File: src/rtl/fifo_pkg.sv
// Shared FIFO constants and pointer type.
// Used by both the write-side and read-side pointer logic.
package fifo_pkg;

  localparam int FIFO_ADDR_W = 4;
  localparam int FIFO_PTR_W  = 5;
  localparam int FIFO_DEPTH  = 16;

  typedef logic [FIFO_PTR_W-1:0] fifo_ptr_t;

endpackage

File: src/rtl/fifo_status_calc.sv
// Combinational level/full/empty from a write and a read pointer.
// Ports: wptr, rptr in; level, full, empty out. Shared by both FIFO ends.
import fifo_pkg::*;

module fifo_status_calc #(
  parameter int ADDR_W = FIFO_ADDR_W
) (
  input  logic [ADDR_W:0] wptr,
  input  logic [ADDR_W:0] rptr,
  output logic [ADDR_W:0] level,
  output logic            full,
  output logic            empty
);

  // Modulo subtraction; the extra wrap bit makes 16 distinct from 0.
  assign level = wptr - rptr;

  assign full  = (wptr[ADDR_W] != rptr[ADDR_W]) &&
                 (wptr[ADDR_W-1:0] == rptr[ADDR_W-1:0]);

  assign empty = (wptr == rptr);

endmodule

File: src/rtl/write_pointer_ctrl.sv
// Write pointer, write qualification, almost-full and sticky overflow.
// Ports: clk, rst, wr, rptr, ovf_clr in; wptr, fifo_we, flags, level out.
import fifo_pkg::*;

module write_pointer_ctrl #(
  parameter int ADDR_W   = FIFO_ADDR_W,
  parameter int AF_LEVEL = 12
) (
  input  logic            clk,
  input  logic            rst,
  input  logic            wr,
  input  logic [ADDR_W:0] rptr,
  input  logic            ovf_clr,
  output logic [ADDR_W:0] wptr,
  output logic            fifo_we,
  output logic            fifo_full_wire,
  output logic            fifo_empty_wire,
  output logic [ADDR_W:0] fifo_level,
  output logic            fifo_almost_full,
  output logic            fifo_overflow
);

  localparam logic [ADDR_W:0] AF_THR = (ADDR_W+1)'(AF_LEVEL);
  localparam logic [ADDR_W:0] ONE    = (ADDR_W+1)'(1);

  fifo_status_calc #(
    .ADDR_W (ADDR_W)
  ) u_status (
    .wptr  (wptr),
    .rptr  (rptr),
    .level (fifo_level),
    .full  (fifo_full_wire),
    .empty (fifo_empty_wire)
  );

  // Full is judged on the current rptr only; a same-cycle pop
  // does not rescue a write issued while full.
  assign fifo_we = wr & ~fifo_full_wire;

  always_ff @(posedge clk) begin
    if (rst) begin
      wptr             <= '0;
      fifo_almost_full <= 1'b0;
      fifo_overflow    <= 1'b0;
    end else begin
      if (fifo_we)
        wptr <= wptr + ONE;
      fifo_almost_full <= (fifo_level >= AF_THR);
      // Set beats clear when both happen together.
      if (wr & fifo_full_wire)
        fifo_overflow <= 1'b1;
      else if (ovf_clr)
        fifo_overflow <= 1'b0;
    end
  end

endmodule
File: config.mk
export PLATFORM = sky130hd
export DESIGN_NAME = write_pointer_ctrl
export DESIGN_NICKNAME = d
export VERILOG_FILES = /design/src/rtl/fifo_pkg.sv /design/src/rtl/fifo_status_calc.sv /design/src/rtl/write_pointer_ctrl.sv
export SDC_FILE = /design/constraint.sdc
export NUM_CORES = 1
export LEC_CHECK = 0
export BUFFER_PORTS_ARGS = -buffer_cell sky130_fd_sc_hd__buf_2
export CORE_AREA = 2 2 39 41
export DETAILED_ROUTE_END_ITERATION = 16
export DIE_AREA = 0 0 41 43
export GPL_TIMING_DRIVEN = 0
export PLACE_DENSITY = 0.81
export REMOVE_ABC_BUFFERS = 1
export SLEW_MARGIN = 20
export SYNTH_ARGS = -nofsm -noshare
export SYNTH_HDL_FRONTEND = slang
export SYNTH_SLANG_ARGS = --single-unit
File: constraint.sdc
create_clock -name clk -period 2.4 [get_ports clk]
set_input_delay 0.48 -clock clk [delete_from_list [all_inputs] [get_ports clk]]
set_output_delay 0.48 -clock clk [all_outputs]
set_load 0.03 [all_outputs]
==> results.md, run 1 <==
* M1 wire length at 475 µm
* Post-synthesis average cell area at 8.54 µm²
* Via count at 550
* Post-Syn Instances at 63
* Final hold vios at 0
* H-tree depth at 1
* Met3 wire length at 76 µm
* Yosys top cell by area: dfxtp_1
* Die Width at 41 µm
* Largest net degree at the start of global routing at 9
* All-Layer GR Usage at 18.8%
* Core area at 1380 µm²
* Worst-skew pair later-pin latency at 0.27 ns
* Top_reg_cell synth: dfxtp_1
* Port Buf Inserts at 23
* Count of cell types in the netlist at 24
* First-pass GRT wire length at 2.22 mm
* Critical path, cell by cell: inv_2 -> ha_4 -> fa_2 -> or2b_1 -> a21oi_2 -> xnor2_2 -> buf_6
* Crit-path slowest cell: fa_2
* Top post-synthesis cells by area: dfxtp_1 26%, xnor2_1 15%, ha_1 12%
* Dpl cell area at 669 µm²
* Worst path required time at 1.92 ns
* Final Slew Violations at 0
* ANT nets after route at 0
* Setup violations, final at 0
* Drt drc at 0
* Mapped Area at 538 µm²
* Area grow syn2layout at 40.7%
* CP max FO at 3
* GRT overflow at 0
* Max-cap violation count at 0
* Relative slew margins at 74.8%
* I/O pin total at 24
* CTS buffer count at 3
* Max frequency at 425 MHz
* Seq cells post-synth at 7
* Crit share post-route at 98.0%
* Worst VDD drop at 0.293 mV
* Die area at 1760 µm²
* Post-synth top area share at 26.0%
* DRT iter0 DRCs at 9
* Metal2 WL at 683 µm
* Vias in the first global route at 536
* Initial antenna violation count at 0
* Most common cell in the netlist: inv_1
* Status: complete, no violations
* Hold_buf cts at 0
* Layout Nets at 109
* Largest stage delay on the critical path at 0.36 ns
* WP data arrival at 1.87 ns
* CP Buf/Inv Count at 2
* Pwr Density at 552 nW/µm²
* DR vias/cell at 5.05
* Clock Root Buffer: clkbuf_4
* CTS tree: yes
* Crit path launch type: register
* RD Place Congestion at 0.823
* WHS at 0.491 ns
* Register area share after synthesis at 26.0%
* Yosys warning total at 0
* Chip Height at 43 µm
* RSZ-0062 raised after global routing: yes
* Sink Count at 7
* Crit path max-delay family: adder cells
* Worst-Margin Slew at 0.378 ns
* Diodes inserted at 0
* Async set-reset flop share out of synthesis at 0%
* Static leakage at 0.394 nW
* CTS Buffer Depth at 2
* Routed WL per cell at 11.8 µm
* Tmin final at 2.35 ns
* Most instantiated cells after synthesis: 10 x inv_1, 9 x xnor2_1, 8 x nor2_1
* Final HPWL DP at 948 µm
* Clock transition at the registers of the reported paths at 0.05 ns
* Rows at 14
* Layout cells sized above 1 at 46.2%
* Design area at 757 µm²
* Post-synth EDFFs at 0
* Total Wirelength at 1.28 mm
* Top routing layer in use: met4
* Critical Setup Path Class: register to output port
* Hold Path Class: primary input to register
* First-pass iteration count of the detailed router at 4
* Initial core utilization at 38.9%
* Post-route clock skew at 0.00508 ns
* Fill cells at 131
* Critical Path Sink Type: output port
## logic make-up after synthesis
| kind of cell | Yosys count | share of synthesized area (%) |
|---|---|---|
| buf+inv | 11 | 7.67 |
| mux | 1 | 1.86 |
| simple gates | 18 | 18.6 |
| fa+ha+maj | 6 | 15.3 |
| compound gates | 10 | 12.8 |
| flops | 7 | 26.0 |
| xor+xnor | 10 | 17.7 |
## flip-flops by register name, indices dropped and copies added (netlist names)
signal / cells
wptr: 5
fifo_almost_full: 1
fifo_overflow: 1
## layer usage
layer,up-vias,global-route usage [%]
met5,-,0
met4,0,12.0
met3,7,6.81
met2,15,29.1
met1,261,20.2
li1,267,-
## worst paths after layout
check / from / end / slack [ns] / cells past startpoint
worst max-delay path: wptr[0]$_SDFFE_PP0P_ / fifo_level[4] / 0.05 / 7
worst min-delay path: rst / wptr[0]$_SDFFE_PP0P_ / 0.49 / 2
worst max register to register: wptr[0]$_SDFFE_PP0P_ / fifo_almost_full$_SDFF_PP0_ / 0.43 / 8
worst min register to register: wptr[1]$_SDFFE_PP0P_ / wptr[1]$_SDFFE_PP0P_ / 0.57 / 2
## cells in the final DEF (no fill, tap or decap), types with 2 or more instances in the layout
cell,Yosys,layout
a21oi_1,5,5
buf_2,0,22
buf_4,0,4
clkbuf_4,0,3
dfxtp_1,7,5
dfxtp_2,0,2
ha_1,5,4
inv_1,10,9
nand4_1,2,2
nor2_1,8,8
xnor2_1,9,8
## what timing repair did
item	in CTS	in global routing
buffers inserted	2	2
pin swaps	4	4
endpoints found under the setup margin	1	1
resized for setup	8	1
## power breakdown
group	leakage [nW]	internal, mW	total, mW	switching [mW]
clock	0.0150	0.0640	0.116	0.0525
sequential	0.0578	0.124	0.129	0.00511
combinational	0.321	0.0708	0.172	0.101
total	0.394	0.259	0.418	0.159
## final cells by class
cell class                 count  area, µm²  share of cell area [%]
multi-input combinational     45        379                    50.1
inverter                      10       37.5                    4.96
timing repair buffer          27        151                    20.0
sequential                     7        143                    18.8
clock buffer                   4       26.3                    3.47
tap                           16       20.0                    2.64
## per-stage QoR
stage | setup slack, ns | instances | setup TNS (ns) | power [mW] | utilization (%)
after floorplan | -0.0519 | 62 | -0.0519 | 0.240 | -
after global placement | -0.0774 | 101 | -0.0774 | 0.279 | 48.4
after detailed placement | -0.100 | 101 | -0.100 | 0.283 | 48.4
after CTS | -0.0245 | 107 | -0.0245 | 0.415 | 53.5
after global routing | -0.0463 | 109 | -0.0463 | 0.441 | 54.7
final | 0.0480 | 109 | 0 | 0.418 | 54.7
Power figures use the tool's default switching activity.
==> run 2: changes to the inputs <==
PLACE_DENSITY = 0.7   (was 0.81)
==> run 2 against run 1 <==
- global-route usage fell by 4.3 points
- sequential share of layout area fell by 0.19 points
- core utilization rose by 0.54 points
- count of clock-buffer cells in the layout did not move
- sequential power barely moved
- critical path depth did not move
- maximum frequency rose by 1.5%
==> results.md, run 2 (synthesized netlist as in run 1, its figures left out) <==
* Status: complete, no violations
* CTS tree: yes
* Area grow syn2layout at 42.1%
* Initial core utilization at 38.9%
* FF-to-FF path depth at 9
* CP max FO at 2
* Die area at 1760 µm²
* Via count at 521
* Core area at 1380 µm²
* I/O pin total at 24
* Tmin final at 2.32 ns
* DR vias/cell at 4.74
* Top routing layer in use: met3
* WP data arrival at 1.84 ns
* Utilization after layout at 55.2%
* Clock Root Buffer: clkbuf_4
* Layout cells sized above 1 at 46.8%
* Relative slew margins at 74.4%
* Chip Height at 43 µm
* Hold depth at 2
* Setup TNS at 0 ns
* Critical path depth at 7
* Static leakage at 0.398 nW
* Commonest non-fill, non-tap cell in the layout: buf_2
* Largest stage delay on the critical path at 0.34 ns
* Pre-CTS setup slack at -0.0918 ns
* Largest registers: wptr: 5 flops, fifo_almost_full: 1 flops, fifo_overflow: 1 flops
* Fin worst setup slack at 0.0817 ns
* DRT iter0 DRCs at 4
* RD Place Congestion at 0.713
* Crit-path slowest cell: fa_2
* Final Non-Filler Cells at 110
* Hold Path Class: primary input to register
* Dpl cell area at 669 µm²
* Met3 wire length at 67 µm
* Final Slew Violations at 0
* Pwr Density at 536 nW/µm²
* CTS Buffer Depth at 2
* Design area at 764 µm²
* Max reg flops at 5
* Crit path launch type: register
* Drt drc at 0
* Inst Count DP at 101
* M1 wire length at 453 µm
* Sink Count at 7
* GRT overflow at 0
* Critical path, cell by cell: inv_2 -> ha_4 -> fa_2 -> or2b_1 -> a21oi_2 -> xnor2_2 -> buf_6
* Setup violations, final at 0
* First-pass GRT wire length at 1.72 mm
* Hold_buf cts at 0
* Critical Setup Path Class: register to output port
* Largest register by flop count: wptr
* Most frequent cells in the layout: 22 x buf_2, 9 x inv_1, 8 x xnor2_1, 8 x nor2_1
* Final hold vios at 0
* Diodes inserted at 0
* Final HPWL DP at 840 µm
* Worst path required time at 1.92 ns
* Worst VDD drop at 0.326 mV
* Max-cap violation count at 0
* Port Buf Inserts at 23
* First-pass iteration count of the detailed router at 4
* Post-route clock skew at 0.00173 ns
* Clock transition at the registers of the reported paths at 0.05 ns
* Critical Path Sink Type: output port
* Routed WL per cell at 9.93 µm
* Crit share post-route at 96.6%
* ANT nets after route at 0
* Rows at 14
* Initial antenna violation count at 0
* Vias in the first global route at 455
* Metal2 WL at 570 µm
* Worst-Margin Slew at 0.384 ns
* H-tree depth at 1
* Largest net degree at the start of global routing at 9
* Crit path max-delay family: adder cells
* Total Wirelength at 1.09 mm
* Worst-skew pair later-pin latency at 0.25 ns
* Max frequency at 431 MHz
* Die Width at 41 µm
* CP Buf/Inv Count at 2
* Layout Nets at 110
* All-Layer GR Usage at 14.5%
* CTS buffer count at 3
[run 2: cell types whose count changed in the layout (fill, tap and decap cells not counted), sizes merged]
cell / delta
buf: +1
[run 2: cell type report]
type                            instances  area (µm²)
Inverter                               10        37.5
Multi-Input combinational cell         45         379
Clock buffer                            4        26.3
Timing Repair Buffer                   28         159
Fill cell                             134         619
Sequential cell                         7         143
Tap cell                               16        20.0
[run 2: through the flow]
step	hold slack (ns)	total power, mW
finish	0.488	0.410
CTS	0.493	0.400
floorplan	0.552	0.240
global route	0.498	0.442
detailed placement	0.575	0.282
global placement	0.564	0.279
[run 2: worst register-to-register path: stages, from the launching register on]
cell	delay [ns]
dfxtp_2	0.33
inv_2	0.05
ha_4	0.15
fa_2	0.34
or2b_1	0.24
a21oi_2	0.18
xnor2_2	0.09
buf_4	0.15
buf_4	0.12
a221o_1	0.32
[run 2: repair_timing]
item / 4_1_cts / 5_1_grt
setup endpoints to repair: 1 / 1
pin swaps: 2 / 3
endpoints found under the hold margin: 0 / 0
buffers inserted: 3 / 2
cloned: 0 / 0
resized for setup: 4 / 5
[run 2: path summary, 6_finish.rpt]
path	from	endpoint	slack [ns]
setup / recovery	wptr[0]$_SDFFE_PP0P_	fifo_level[4]	0.08
hold / removal	rst	wptr[0]$_SDFFE_PP0P_	0.49
setup reg to reg	wptr[0]$_SDFFE_PP0P_	fifo_almost_full$_SDFF_PP0_	0.33
hold reg to reg	wptr[1]$_SDFFE_PP0P_	wptr[1]$_SDFFE_PP0P_	0.56
[run 2: per-layer routing]
metal / track usage [%] / up-vias
met5: 0 / -
met4: 2.00 / 0
met3: 9.42 / 0
met2: 23.4 / 14
met1: 15.5 / 239
li1: - / 268
[run 2: where the power goes]
| part | internal, mW | leakage [nW] | switching, mW |
|---|---|---|---|
| Clock | 0.0634 | 0.0150 | 0.0431 |
| Sequential | 0.124 | 0.0578 | 0.00483 |
| Combinational | 0.0727 | 0.325 | 0.102 |
| Total | 0.260 | 0.398 | 0.150 |
